File: src/rtl/ps2_kbd_rx_pkg.sv
// Shared definitions for the PS/2 keyboard receiver.
//   ps2_state_t  : frame FSM state encoding
//   PFX_EXT/REL  : scancode prefix bytes (extended key / key release)
//   key_entry_t  : one decoded key as stored in the key FIFO
//   parity_ok    : odd-parity check over a data byte plus its parity bit
package ps2_kbd_rx_pkg;

    typedef enum logic [1:0] {
        ST_IDLE,
        ST_DATA,
        ST_PARITY,
        ST_STOP
    } ps2_state_t;

    localparam logic [7:0] PFX_EXT = 8'hE0;
    localparam logic [7:0] PFX_REL = 8'hF0;

    typedef struct packed {
        logic       ext;
        logic       rel;
        logic [7:0] code;
    } key_entry_t;

    // Odd parity: data bits plus parity bit must hold an odd number of 1s.
    function automatic logic parity_ok(input logic [7:0] data, input logic par);
        return ^{data, par};
    endfunction

endpackage

File: src/rtl/ps2_key_fifo.sv
// First-word-fall-through FIFO for decoded keys.
//   clk, reset_n : system clock, async active-low reset
//   push         : write push_entry this cycle
//   push_entry   : entry to store
//   pop_ready    : consumer accepts the head when valid=1
//   valid        : head entry present (rises the cycle after a push into empty)
//   head         : head entry, all zero while valid=0
//   overflow     : one-cycle pulse when a push is dropped because the FIFO is full
module ps2_key_fifo
    import ps2_kbd_rx_pkg::*;
#(
    parameter int DEPTH = 4
) (
    input  logic       clk,
    input  logic       reset_n,
    input  logic       push,
    input  key_entry_t push_entry,
    input  logic       pop_ready,
    output logic       valid,
    output key_entry_t head,
    output logic       overflow
);

    localparam int PTR_W = (DEPTH > 1) ? $clog2(DEPTH) : 1;
    localparam int CNT_W = $clog2(DEPTH) + 1;

    key_entry_t       mem [DEPTH];
    logic [PTR_W-1:0] wr_ptr;
    logic [PTR_W-1:0] rd_ptr;
    logic [CNT_W-1:0] count;
    logic             full;
    logic             pop;
    logic             do_push;

    assign full     = (count == CNT_W'(DEPTH));
    assign valid    = (count != '0);
    assign pop      = valid & pop_ready;
    // When full, a simultaneous pop frees the slot being written.
    assign do_push  = push & (~full | pop);
    assign overflow = push & full & ~pop;
    assign head     = valid ? mem[rd_ptr] : '0;

    always_ff @(posedge clk) begin
        if (do_push) mem[wr_ptr] <= push_entry;
    end

    always_ff @(posedge clk or negedge reset_n) begin
        if (!reset_n) begin
            wr_ptr <= '0;
            rd_ptr <= '0;
            count  <= '0;
        end else begin
            if (do_push)
                wr_ptr <= (wr_ptr == PTR_W'(DEPTH - 1)) ? '0 : wr_ptr + 1'b1;
            if (pop)
                rd_ptr <= (rd_ptr == PTR_W'(DEPTH - 1)) ? '0 : rd_ptr + 1'b1;
            case ({do_push, pop})
                2'b10:   count <= count + 1'b1;
                2'b01:   count <= count - 1'b1;
                default: count <= count;
            endcase
        end
    end

endmodule

File: src/rtl/ps2_kbd_rx.sv
// PS/2 keyboard receiver: synchronises and filters the PS/2 lines, deframes
// 11-bit frames, folds E0/F0 prefixes into flags and queues decoded keys.
//   clk, reset_n       : system clock, async active-low reset
//   ps2_clk, ps2_data  : asynchronous PS/2 lines (idle high)
//   key_valid/ready    : FIFO head handshake
//   key_code/ext/rel   : head entry (zero while key_valid=0)
//   frame_err          : one-cycle pulse on parity, stop or timeout error
//   overflow           : one-cycle pulse when a key is dropped on a full FIFO
module ps2_kbd_rx
    import ps2_kbd_rx_pkg::*;
#(
    parameter int FILTER_LEN = 4,
    parameter int TIMEOUT    = 43000,
    parameter int FIFO_DEPTH = 4
) (
    input  logic       clk,
    input  logic       reset_n,
    input  logic       ps2_clk,
    input  logic       ps2_data,
    output logic       key_valid,
    input  logic       key_ready,
    output logic [7:0] key_code,
    output logic       key_ext,
    output logic       key_rel,
    output logic       frame_err,
    output logic       overflow
);

    localparam int FILT_W = $clog2(FILTER_LEN + 1);
    localparam int TO_W   = $clog2(TIMEOUT + 1);

    logic              ps2_clk_p0, ps2_clk_p1;
    logic              ps2_data_p0, ps2_data_p1;
    logic              filt_level, filt_prev;
    logic [FILT_W-1:0] filt_cnt;
    logic              fall;

    ps2_state_t        state;
    logic [2:0]        bit_cnt;
    logic [TO_W-1:0]   to_cnt;
    logic [7:0]        shift;
    logic              par_bit;
    logic              ext_flag, rel_flag;
    logic              push;
    key_entry_t        push_entry;
    key_entry_t        head;

    // Stage p0/p1: two-flop synchronisers, reset to the idle-high bus level.
    always_ff @(posedge clk or negedge reset_n) begin
        if (!reset_n) begin
            ps2_clk_p0  <= 1'b1;
            ps2_clk_p1  <= 1'b1;
            ps2_data_p0 <= 1'b1;
            ps2_data_p1 <= 1'b1;
        end else begin
            ps2_clk_p0  <= ps2_clk;
            ps2_clk_p1  <= ps2_clk_p0;
            ps2_data_p0 <= ps2_data;
            ps2_data_p1 <= ps2_data_p0;
        end
    end

    // Glitch filter: the level moves only after FILTER_LEN consecutive samples
    // that disagree with it; any sample matching the current level restarts.
    always_ff @(posedge clk or negedge reset_n) begin
        if (!reset_n) begin
            filt_level <= 1'b1;
            filt_prev  <= 1'b1;
            filt_cnt   <= '0;
        end else begin
            filt_prev <= filt_level;
            if (ps2_clk_p1 == filt_level) begin
                filt_cnt <= '0;
            end else if (filt_cnt == FILT_W'(FILTER_LEN - 1)) begin
                filt_level <= ps2_clk_p1;
                filt_cnt   <= '0;
            end else begin
                filt_cnt <= filt_cnt + 1'b1;
            end
        end
    end

    assign fall = filt_prev & ~filt_level;

    // Frame payload registers carry data only and need no reset.
    always_ff @(posedge clk) begin
        if (fall && state == ST_DATA)   shift   <= {ps2_data_p1, shift[7:1]};
        if (fall && state == ST_PARITY) par_bit <= ps2_data_p1;
        if (fall && state == ST_STOP)   push_entry <= {ext_flag, rel_flag, shift};
    end

    always_ff @(posedge clk or negedge reset_n) begin
        if (!reset_n) begin
            state     <= ST_IDLE;
            bit_cnt   <= '0;
            to_cnt    <= '0;
            ext_flag  <= 1'b0;
            rel_flag  <= 1'b0;
            frame_err <= 1'b0;
            push      <= 1'b0;
        end else begin
            frame_err <= 1'b0;
            push      <= 1'b0;
            if (state != ST_IDLE && !fall && to_cnt == TO_W'(TIMEOUT - 1)) begin
                // Bus stalled mid-frame: abandon the partial byte.
                state     <= ST_IDLE;
                to_cnt    <= '0;
                frame_err <= 1'b1;
                ext_flag  <= 1'b0;
                rel_flag  <= 1'b0;
            end else begin
                if (state != ST_IDLE)
                    to_cnt <= fall ? '0 : to_cnt + 1'b1;
                if (fall) begin
                    case (state)
                        ST_IDLE: begin
                            if (!ps2_data_p1) begin
                                state   <= ST_DATA;
                                bit_cnt <= '0;
                                to_cnt  <= '0;
                            end
                        end
                        ST_DATA: begin
                            bit_cnt <= bit_cnt + 1'b1;
                            if (bit_cnt == 3'd7) state <= ST_PARITY;
                        end
                        ST_PARITY: state <= ST_STOP;
                        ST_STOP: begin
                            state  <= ST_IDLE;
                            to_cnt <= '0;
                            if (!ps2_data_p1 || !parity_ok(shift, par_bit)) begin
                                frame_err <= 1'b1;
                                ext_flag  <= 1'b0;
                                rel_flag  <= 1'b0;
                            end else if (shift == PFX_EXT) begin
                                ext_flag <= 1'b1;
                            end else if (shift == PFX_REL) begin
                                rel_flag <= 1'b1;
                            end else begin
                                push     <= 1'b1;
                                ext_flag <= 1'b0;
                                rel_flag <= 1'b0;
                            end
                        end
                        default: state <= ST_IDLE;
                    endcase
                end
            end
        end
    end

    ps2_key_fifo #(
        .DEPTH(FIFO_DEPTH)
    ) u_fifo (
        .clk       (clk),
        .reset_n   (reset_n),
        .push      (push),
        .push_entry(push_entry),
        .pop_ready (key_ready),
        .valid     (key_valid),
        .head      (head),
        .overflow  (overflow)
    );

    assign key_code = head.code;
    assign key_ext  = head.ext;
    assign key_rel  = head.rel;

endmodule
File: config.mk
export PLATFORM = sky130hd
export DESIGN_NAME = ps2_kbd_rx
export DESIGN_NICKNAME = d
export VERILOG_FILES = /design/src/rtl/ps2_kbd_rx_pkg.sv /design/src/rtl/ps2_key_fifo.sv /design/src/rtl/ps2_kbd_rx.sv
export SDC_FILE = /design/constraint.sdc
export NUM_CORES = 1
export LEC_CHECK = 0
export ABC_AREA = 0
export BUFFER_PORTS_ARGS = -buffer_cell sky130_fd_sc_hd__buf_2
export CAP_MARGIN = 20
export CORE_MARGIN = 2
export CORE_UTILIZATION = 45
export DETAILED_ROUTE_END_ITERATION = 12
export GPL_TIMING_DRIVEN = 0
export PLACE_DENSITY = 0.67
export SLEW_MARGIN = 30
export SYNTH_ARGS = -nofsm -noshare
export SYNTH_HDL_FRONTEND = slang
export SYNTH_HIERARCHICAL = 1
export SYNTH_SLANG_ARGS = --single-unit
export TNS_END_PERCENT = 5
File: constraint.sdc
create_clock -name clk -period 2.8 [get_ports clk]
set_input_delay 0.42 -clock clk [delete_from_list [all_inputs] [get_ports clk]]
set_output_delay 0.42 -clock clk [all_outputs]
set_load 0.02 [all_outputs]
==> results of run 1 <==
synthesized netlist by cell type, drive strengths merged, types with 7 or more instances:
cell,count
edfxtp,59
nor2,23
xnor2,9
nand2,14
o21ai,9
inv,13
and2,20
dfrtp,35
nand3,7
ha,14
mux4,10
xor2,13
power groups by stage:
stage	logic (uW)	registers (uW)	clock network, uW
6_report	1250	1940	909
5_1_grt	1430	1970	1010
4_1_cts	1270	1940	959
3_5_place_dp	1270	1970	0
3_3_place_gp	1240	1960	0
2_1_floorplan	994	1930	0
per-stage QoR:
stage	setup slack (ns)	hold WS [ns]	total power (uW)	instances	area, sq um
2_1_floorplan	0.818	0.124	2920	287	4280
3_3_place_gp	0.462	0.345	3210	433	4530
3_5_place_dp	0.445	0.347	3240	433	4530
4_1_cts	0.389	0.123	4170	449	4730
5_1_grt	0.292	0.0557	4400	449	4730
6_report	0.446	0.0304	4100	449	4730
registers in the layout (all words and copies together) (netlist names), 2 cells and up:
name / count
bit_cnt: 3
filt_cnt: 3
push_entry: 10
shift: 8
state: 2
to_cnt: 16
u_fifo/count: 3
u_fifo/mem: 40
u_fifo/rd_ptr: 2
u_fifo/wr_ptr: 2
final cells by class:
class | instances | area share
inverter | 13 | 0.0103
timing repair buffer | 17 | 0.0185
tap | 129 | 0.0341
clock inverter | 6 | 0.0151
sequential | 100 | 0.593
clock buffer | 10 | 0.0270
multi-input combinational | 168 | 0.295
buffer | 6 | 0.00714
cell families (layout without fill, tap and decap cells):
group,after synthesis,count (layout),synth area share
xor gates and xnor gates,23,23,0.0520
muxes,16,16,0.0699
buffers and inverters,19,52,0.0193
and+or+nand+nor,94,94,0.129
AOI/OAI and AO/OA,20,20,0.0286
DFF,100,100,0.655
adders and majority gates,15,15,0.0456
worst min path at each step:
| stage | from | endpoint | slack [ns] | cells after the start |
|---|---|---|---|---|
| 2_1_floorplan | reset_n | bit_cnt[0] | 0.12 | 0 |
| 3_3_place_gp | ps2_data_p0 | ps2_data_p1 | 0.35 | 0 |
| 3_5_place_dp | ps2_clk_p0 | ps2_clk_p1 | 0.35 | 0 |
| 4_1_cts | ps2_clk | ps2_clk_p0 | 0.12 | 1 |
| 5_1_grt | reset_n | u_fifo/count[0] | 0.06 | 1 |
| 6_report | reset_n | u_fifo/count[0] | 0.03 | 1 |
critical path, delay by kind of cell (launching register included):
family | cells | cell delay, ns
simple gates | 1 | 0.17
buf+inv | 2 | 0.41
mux | 1 | 0.53
flops | 1 | 0.46
routing by layer:
| metal | vias to the layer above | GRT usage | part of all wire |
|---|---|---|---|
| li1 | 1088 | - | - |
| met1 | 1073 | 0.170 | 0.45 |
| met2 | 30 | 0.232 | 0.50 |
| met3 | 9 | 0.0469 | 0.033 |
| met4 | 0 | 0.0478 | 0.016 |
| met5 | - | 0 | 0 |
==> results.ini, run 1 <==
[clock_tree]
cts_made_buffers=9
cts_post_setup_buffers_inserted=0
cts-htree-levels=3
path_clk_slew_ns=0.10
clk_latency_ns=0.36
ctsHoldBuffers=0
cts_tree=done
cts-resized-gates=0
cts.sinks=100
clock-root-buffer=clkbuf_8
cts.path.max_buffers=2

[floorplan]
core_area_sq_um=9240
ios=18
num_rows=35
initial_core_util=0.463
die_width_um=102
die_y_um=102
dieArea_sq_um=10300

[setup_path]
arrival_ns=1.93
max_stage_delay_ns=0.53
r2r_slack_ns=0.55
cp-start-kind=register
crit_path_end_kind=primary output
critPathMaxFanout=10
r2r-start=u_fifo/count[0]
reg2reg_depth=9
crit_slowest_cell=mux4_2
cp-startpoint=u_fifo/rd_ptr[0]
endpoint=key_ext
critPathKind=reg2out
cp_cell_sequence=buf_4, mux4_2, and2_1, buf_2
crit_required_ns=2.38
r2r-end=u_fifo/count[2]

[status]
run_status=finished, final reports clean

[sta]
fin_worst_skew_ns=0.0122
min_period_ns=2.35
fin_setup_tns_ns=0
slew_headroom=0.633
rsz0062_at_grt=no
hold_viol=0
finalMaxSlewViolations=0
setup_viol=0
worstMarginPinSlew_ns=0.551
fmax_mhz=425
post-route-period-util=0.841

[routing]
drc=0
vias=2200
drt_wl_total_um=6210
routedWlPerCell_um=13.8
drt_iter0_drc=63
vias_per_cell=4.90
dr.pass1.iters=4
ant_nets=0

[layout]
fin_util=0.512
multi_input_area_sq_um=1390
fin_nets=335
antennaDiodeCount=0
layout_commonest_cell=edfxtp_1
areaGrowthSynthToFinish_pct=10.5
regArea_sq_um=2810
most-common-layout-cells=59 x edfxtp_1, 35 x dfrtp_1, 23 x nor2_1
fill_cells=789
drive_gt1_frac=0.213

[min_path]
holdCritPathClass=in2async

[power_and_ir_drop]
ir_drop_v=0.000525
combPwrFrac=0.305
cellPowerDensity_nw_per_um2=866
pwr-share-clk=0.222
p_leak_uw=0.00184
p_seq_frac=0.473
power.internal_uw=2780
switchingPower_uw=1310
switching_share=0.321

[run]
max-cap-violations=0

[placed_design]
port_buffers=17
gp_congestion=0.752
place_hpwl_um=4320

[global_route]
grt_overflow=0
grt_pass1_wl_um=10700
grt_usage=0.139
grt_max_degree=42
antenna_found_initial=0
grt_pass1_vias=2218

[yosys]
synth-main-ff-cell=edfxtp_1
yosysTopAreaCell=edfxtp_1
synth_fp_nets=307
ys_warn_count=6
syn_inst=287
postSynthAreaPerCell_sq_um=14.9
synthDistinctLibCells=47
ys_ff_latch=100
synth_top_area_share=0.414
synthArstFlopShare=0.410
synth_edf_count=59
ys_seq_area_frac=0.655
synthesis.area_sq_um=4280
yosys-top-cells-area=edfxtp_1 41%, dfrtp_1 20%, mux4_2 5.3%

No activity file was read; power rests on OpenSTA's default activity.
==> inputs of run 2 (changes only) <==
- PLACE_DENSITY: 0.67 -> 0.7
- clock period: 2.8 -> 1.9 ns (I/O delays scaled with it)
==> run 2 against run 1 <==
The flow now finishes with violations (setup timing). Worst hold slack better by 0.33 ns. Flip-flop and latch count stayed put. Count of clock-buffer cells in the layout is 1 higher. Clock power up 42%. Register-to-register slack worse by 0.57 ns. Critical path type unchanged. Largest power group unchanged.
==> results.ini, run 2 (synthesis results as in run 1) <==
[status]
run_status=complete, but fails checks  ; was finished, final reports clean
violations=setup timing

[min_path]
holdCritPathClass=reg2reg  ; was in2async
min_path_cells=0

[sta]
slew_headroom=0.638  ; was 0.633
post-route-period-util=1.05
finalMaxSlewViolations=0  ; unchanged
rsz0062_at_grt=yes  ; was no
fmax_mhz=502
worst_slack_ns=-0.0921  ; was 0.446 ns
hold_ws_ns=0.359  ; was 0.0304 ns
setup_viol=11  ; was 0
hold_viol=0  ; unchanged
worstMarginPinSlew_ns=0.543  ; was 0.551 ns
fin_worst_skew_ns=0.0111  ; was 0.0122 ns
min_period_ns=1.99

[layout]
top_register=u_fifo/mem  ; unchanged
layout_commonest_cell=edfxtp_1  ; unchanged
drive_gt1_frac=0.271  ; was 0.213
areaGrowthSynthToFinish_pct=14.4  ; was 10.5%
antennaDiodeCount=0  ; unchanged
most-common-layout-cells=59 x edfxtp_1, 33 x dfrtp_1, 22 x nor2_1  ; was 59 x edfxtp_1, 35 x dfrtp_1, 23 x nor2_1
reg_top3=u_fifo/mem: 40 flops, to_cnt: 16 flops, push_entry: 10 flops  ; unchanged
largest_reg_flops=40  ; unchanged
fin_util=0.530  ; was 0.512
fin_nets=343  ; was 335

[setup_path]
critPathKind=reg2out  ; unchanged
cp.depth=4  ; unchanged
crit_path_end_kind=primary output  ; unchanged
cp_cell_sequence=buf_12, mux4_2, and2_1, buf_2  ; was buf_4, mux4_2, and2_1, buf_2
cp-start-kind=register  ; unchanged
crit_slowest_cell=mux4_2  ; unchanged
reg2reg_depth=9  ; unchanged
critical_path.top_delay_family=multiplexers  ; unchanged
critPathMaxFanout=9  ; was 10
arrival_ns=1.71  ; was 1.93 ns
crit_buf_inv=2  ; unchanged
max_stage_delay_ns=0.50  ; was 0.53 ns
crit_required_ns=1.62  ; was 2.38 ns

[placed_design]
place_hpwl_um=4390  ; was 4320 um
gp_congestion=0.755  ; was 0.752
port_buffers=17  ; unchanged
dp_slack_ns=-0.204  ; was 0.445 ns

[global_route]
grt_overflow=0  ; unchanged
grt_pass1_wl_um=11100  ; was 10700 um
grt_pass1_vias=2324  ; was 2218
antenna_found_initial=0  ; unchanged
grt_usage=0.140  ; was 0.139
grt_max_degree=42  ; unchanged

[routing]
dr.pass1.iters=4  ; unchanged
ant_nets=0  ; unchanged
routedWlPerCell_um=14.0  ; was 13.8 um
drc=0  ; unchanged
drt_iter0_drc=73  ; was 63
vias=2235  ; was 2200
vias_per_cell=4.89  ; was 4.90
drt_wl_total_um=6400  ; was 6210 um

[power_and_ir_drop]
p_leak_uw=0.00190  ; was 0.00184 uW
cellPowerDensity_nw_per_um2=1280  ; was 866 nW/um^2
ir_drop_v=0.000932  ; was 0.000525 V

[clock_tree]
cts.path.max_buffers=2  ; unchanged
cts_made_buffers=9  ; unchanged
cts.sinks=100  ; unchanged
clk_latency_ns=0.35  ; was 0.36 ns
cts-htree-levels=3  ; unchanged
path_clk_slew_ns=0.09  ; was 0.10 ns
clock-root-buffer=clkbuf_8  ; unchanged
cts_tree=done  ; unchanged

[floorplan]
core_area_sq_um=9240  ; unchanged
initial_core_util=0.463  ; unchanged
ios=18  ; unchanged
die_y_um=102  ; unchanged
die_width_um=102  ; unchanged
num_rows=35  ; unchanged
dieArea_sq_um=10300  ; unchanged

[run]
max-cap-violations=0  ; unchanged

run 2: changes by cell type in the layout (fill, tap and decap cells not counted), moves of 2 or more:
| cell | previous run | this run |
|---|---|---|
| and2_1 | 19 | 16 |
| dfrtp_1 | 35 | 33 |
| o21ai_1 | 1 | 3 |
| nor2b_1 | 6 | 4 |
| o21ai_0 | 8 | 6 |
| buf_6 | 0 | 3 |
| inv_1 | 13 | 11 |
| dfrtp_2 | 0 | 2 |
| buf_4 | 3 | 7 |
| and2_4 | 1 | 4 |
| buf_2 | 19 | 15 |
| dlygate4sd3_1 | 0 | 3 |
run 2: worst paths after layout:
kind / from / end / slack, ns
min reg2reg: ps2_data_p0 / ps2_data_p1 / 0.36
min: ps2_data_p0 / ps2_data_p1 / 0.36
max in group asynchronous: reset_n / u_fifo/count[0] / 1.08
max reg2reg: u_fifo/count[0] / u_fifo/count[2] / -0.02
min in group asynchronous: reset_n / to_cnt[6] / 0.45
max: u_fifo/rd_ptr[0] / key_ext / -0.09
run 2: routing by layer:
layer | GRT usage | up-vias | part of all wire
met4 | 0.0312 | 0 | 0.0080
met5 | 0 | - | 0
met1 | 0.175 | 1105 | 0.44
li1 | - | 1100 | -
met3 | 0.0455 | 4 | 0.030
met2 | 0.238 | 26 | 0.52
run 2: worst reg2reg max path, delay by kind of cell (launching register included):
family	cells	cell delay, ns
xor+xnor	2	0.29
fa+ha+maj	2	0.46
buf+inv	2	0.12
flops	1	0.44
simple gates	3	0.54
run 2: what timing repair did:
action,CTS,global route
pin swaps,5,5
gates resized for setup,9,22
buffers inserted,5,0
hold buffers,0,3
endpoints found under the hold margin,0,37
endpoints found under the setup margin,12,30
run 2: through the flow:
step | instance area [sq um] | total power (uW) | TNS, ns | std cells
2_1_floorplan | 4290 | 4320 | 0 | 287
6_report | 4900 | 6290 | -0.716 | 457
5_1_grt | 4900 | 6740 | -1.78 | 457
3_3_place_gp | 4540 | 4720 | -0.169 | 433
3_5_place_dp | 4540 | 4780 | -0.234 | 433
4_1_cts | 4800 | 6230 | -1.19 | 454
run 2: cell type report:
cell class	count	area, sq um
plain buffers	6	50.0
clock buffers	11	131
clock inverters	5	61.3
fillers	769	4340
inverters	13	52.6
multi-input cells	168	1460
flip-flops and latches	100	2810
well taps	129	161
repair buffers	25	174
run 2: power by group:
group | internal [uW] | switching, uW
clock | 617 | 678
combinational | 1080 | 1050
sequential | 2630 | 238
==> inputs of run 3 (changes only) <==
- CORE_UTILIZATION: 45 -> 55
- PLACE_DENSITY: 0.7 -> 0.81
- clock period: 1.9 -> 1.6 ns (I/O delays scaled with it)
==> run 3 against run 2 <==
The flow still finishes with violations (setup timing). Design area grew 0.33%. Global-route usage grew 3.2 points. Via count grew 2.0%. Worst hold slack gained 0.0016 ns. Flip-flop and latch count is the same. Count of clock-buffer cells in the layout shrank 1. First-iteration DRC count grew 33%. Sequential share of layout area shrank 0.16 points. Utilization grew 11 points. Combinational power grew 22%. Worst setup slack lost 0.27 ns. Die area shrank 17%. Critical path type unchanged. Critical endpoint unchanged. Largest cell class unchanged.
==> results.ini, run 3 (synthesis results as in run 1) <==
[sta]
hold_ws_ns=0.360  ; was 0.359 ns
slew_headroom=0.633  ; was 0.638
post-route-period-util=1.23
setup_viol=30  ; was 11
worstMarginPinSlew_ns=0.545  ; was 0.543 ns
finalMaxSlewViolations=0  ; unchanged
fmax_mhz=510
hold_viol=0  ; unchanged
rsz0062_at_grt=yes  ; unchanged
worst_slack_ns=-0.363  ; was -0.0921 ns
min_period_ns=1.96
fin_worst_skew_ns=0.0125  ; was 0.0111 ns

[global_route]
antenna_found_initial=0  ; unchanged
grt_overflow=0  ; unchanged
grt_pass1_vias=2385  ; was 2324
grt_usage=0.172  ; was 0.140
grt_max_degree=42  ; unchanged
grt_pass1_wl_um=11100  ; about the same

[layout]
multi_input_area_sq_um=1520  ; was 1460 sq um
reg_top3=u_fifo/mem: 40 flops, to_cnt: 16 flops, push_entry: 10 flops  ; unchanged
areaGrowthSynthToFinish_pct=14.8  ; was 14.4%
drive_gt1_frac=0.312  ; was 0.271
fill_cells=567  ; was 769
top_register=u_fifo/mem  ; unchanged
antennaDiodeCount=0  ; unchanged
regArea_sq_um=2810  ; about the same
fin_util=0.642  ; was 0.530
largest_reg_flops=40  ; unchanged
fin_nets=342  ; was 343
layout_commonest_cell=edfxtp_1  ; unchanged
most-common-layout-cells=59 x edfxtp_1, 32 x dfrtp_1, 22 x nor2_1  ; was 59 x edfxtp_1, 33 x dfrtp_1, 22 x nor2_1

[power_and_ir_drop]
ir_drop_v=0.000869  ; was 0.000932 V
power.internal_uw=5010  ; was 4320 uW
switching_share=0.331  ; was 0.313
cellPowerDensity_nw_per_um2=1520  ; was 1280 nW/um^2
combPwrFrac=0.348  ; was 0.339
switchingPower_uw=2470  ; was 1970 uW
p_leak_uw=0.00189  ; was 0.00190 uW
p_seq_frac=0.456  ; about the same
pwr-share-clk=0.196  ; was 0.206

[setup_path]
cp_cell_sequence=buf_12, mux4_2, and2_1, buf_2  ; unchanged
cp-start-kind=register  ; unchanged
crit_buf_inv=2  ; unchanged
critical_path.top_delay_family=multiplexers  ; unchanged
arrival_ns=1.72  ; was 1.71 ns
crit_slowest_cell=mux4_2  ; unchanged
critPathKind=reg2out  ; unchanged
crit_required_ns=1.36  ; was 1.62 ns
crit_path_end_kind=primary output  ; unchanged
max_stage_delay_ns=0.50  ; about the same
critPathMaxFanout=9  ; unchanged

[routing]
dr.pass1.iters=4  ; unchanged
ant_nets=0  ; unchanged
drt_iter0_drc=97  ; was 73
drc=0  ; unchanged
vias=2279  ; was 2235
routedWlPerCell_um=15.4  ; was 14.0 um
drt_wl_total_um=6600  ; was 6400 um
vias_per_cell=5.31  ; was 4.89

[run]
max-cap-violations=0  ; unchanged

[clock_tree]
cts.sinks=100  ; unchanged
cts.path.max_buffers=2  ; unchanged
cts_made_buffers=9  ; unchanged
clk_latency_ns=0.35  ; about the same
cts-htree-levels=3  ; unchanged
path_clk_slew_ns=0.10  ; was 0.09 ns
cts_tree=done  ; unchanged
clock-root-buffer=clkbuf_8  ; unchanged

[floorplan]
num_rows=32  ; was 35
core_area_sq_um=7650  ; was 9240 sq um
dieArea_sq_um=8500  ; was 10300 sq um
ios=18  ; unchanged
initial_core_util=0.560  ; was 0.463
die_width_um=92.2  ; was 102 um
die_y_um=92.2  ; was 102 um

[placed_design]
gp_congestion=0.735  ; was 0.755
port_buffers=17  ; unchanged
place_hpwl_um=4420  ; was 4390 um

[status]
run_status=complete, but fails checks  ; unchanged
violations=setup timing  ; unchanged

[min_path]
holdCritPathClass=reg2reg  ; unchanged

==> run 3: cell count changes in the layout (fill, tap and decap cells not counted), moves of 2 or more <==
cell	previous run	this run
clkinvlp_4	1	3
o21ai_1	3	1
nor2b_2	1	3
inv_1	11	9
and2_1	16	14
inv_8	0	2
o21ai_2	0	3
inv_2	1	3
==> run 3: power groups by stage <==
| stage | logic [uW] | clock network (uW) | registers [uW] |
|---|---|---|---|
| floorplan | 1750 | 0 | 3380 |
| global placement | 2160 | 0 | 3440 |
| detailed placement | 2240 | 0 | 3460 |
| CTS | 2500 | 1520 | 3410 |
| global route | 2860 | 1640 | 3460 |
| finish | 2600 | 1460 | 3410 |
==> run 3: per-layer routing <==
layer / vias to the layer above / share of wire / wire length, um / GRT usage
met2: 33 / 0.55 / 3620 / 0.311
met4: 0 / 0.015 / 96 / 0.0522
met5: - / 0 / 0 / 0
li1: 1099 / - / - / -
met3: 9 / 0.034 / 222 / 0.0501
met1: 1138 / 0.40 / 2660 / 0.197
==> run 3: what timing repair did <==
| item | CTS | global route |
|---|---|---|
| endpoints found under the setup margin | 96 | 77 |
| gates resized for setup | 35 | 17 |
| hold buffers | 2 | 1 |
| endpoints found under the hold margin | 2 | 35 |
| gates cloned | 0 | 0 |
| pin swaps | 14 | 3 |
| setup buffers | 4 | 0 |
==> run 3: per-stage QoR <==
step                      setup WS [ns]  cell area (sq um)  std cells  power [uW]  TNS (ns)
after detailed placement         -0.471               4510        406        5700    -12.71
after global routing             -0.453               4910        429        7950     -8.14
final                            -0.363               4910        429        7480     -5.20
after floorplan                  -0.270               4290        287        5140    -0.502
after CTS                        -0.405               4850        428        7440     -5.89
after global placement           -0.436               4510        406        5600    -10.01
==> run 3: area by class of cell <==
cell class              count  share of cell area
plain buffers               6              0.0127
clock buffers              10              0.0260
clock inverters             6              0.0112
inverters                  13              0.0107
multi-input cells         168               0.309
flip-flops and latches    100               0.572
well taps                 102              0.0260
repair buffers             24              0.0326
==> run 3: path summary, 6_finish.rpt <==
check	start	endpoint	slack [ns]	cells past startpoint
worst min-delay path	ps2_clk_p0	ps2_clk_p1	0.36	0
max in group asynchronous	reset_n	ps2_data_p1	0.84	2
min in group asynchronous	reset_n	to_cnt[6]	0.39	2
worst max register to register	u_fifo/count[0]	u_fifo/count[2]	-0.35	9
worst max-delay path	u_fifo/rd_ptr[0]	key_ext	-0.36	4
worst min register to register	ps2_clk_p0	ps2_clk_p1	0.36	0
==> run 3: worst reg2reg max path, delay by kind of cell (launching register included) <==
family | cells | cell delay, ns
and+or+nand+nor | 3 | 0.52
xor gates and xnor gates | 2 | 0.30
adders and majority gates | 2 | 0.47
DFF | 1 | 0.44
buffers and inverters | 2 | 0.14
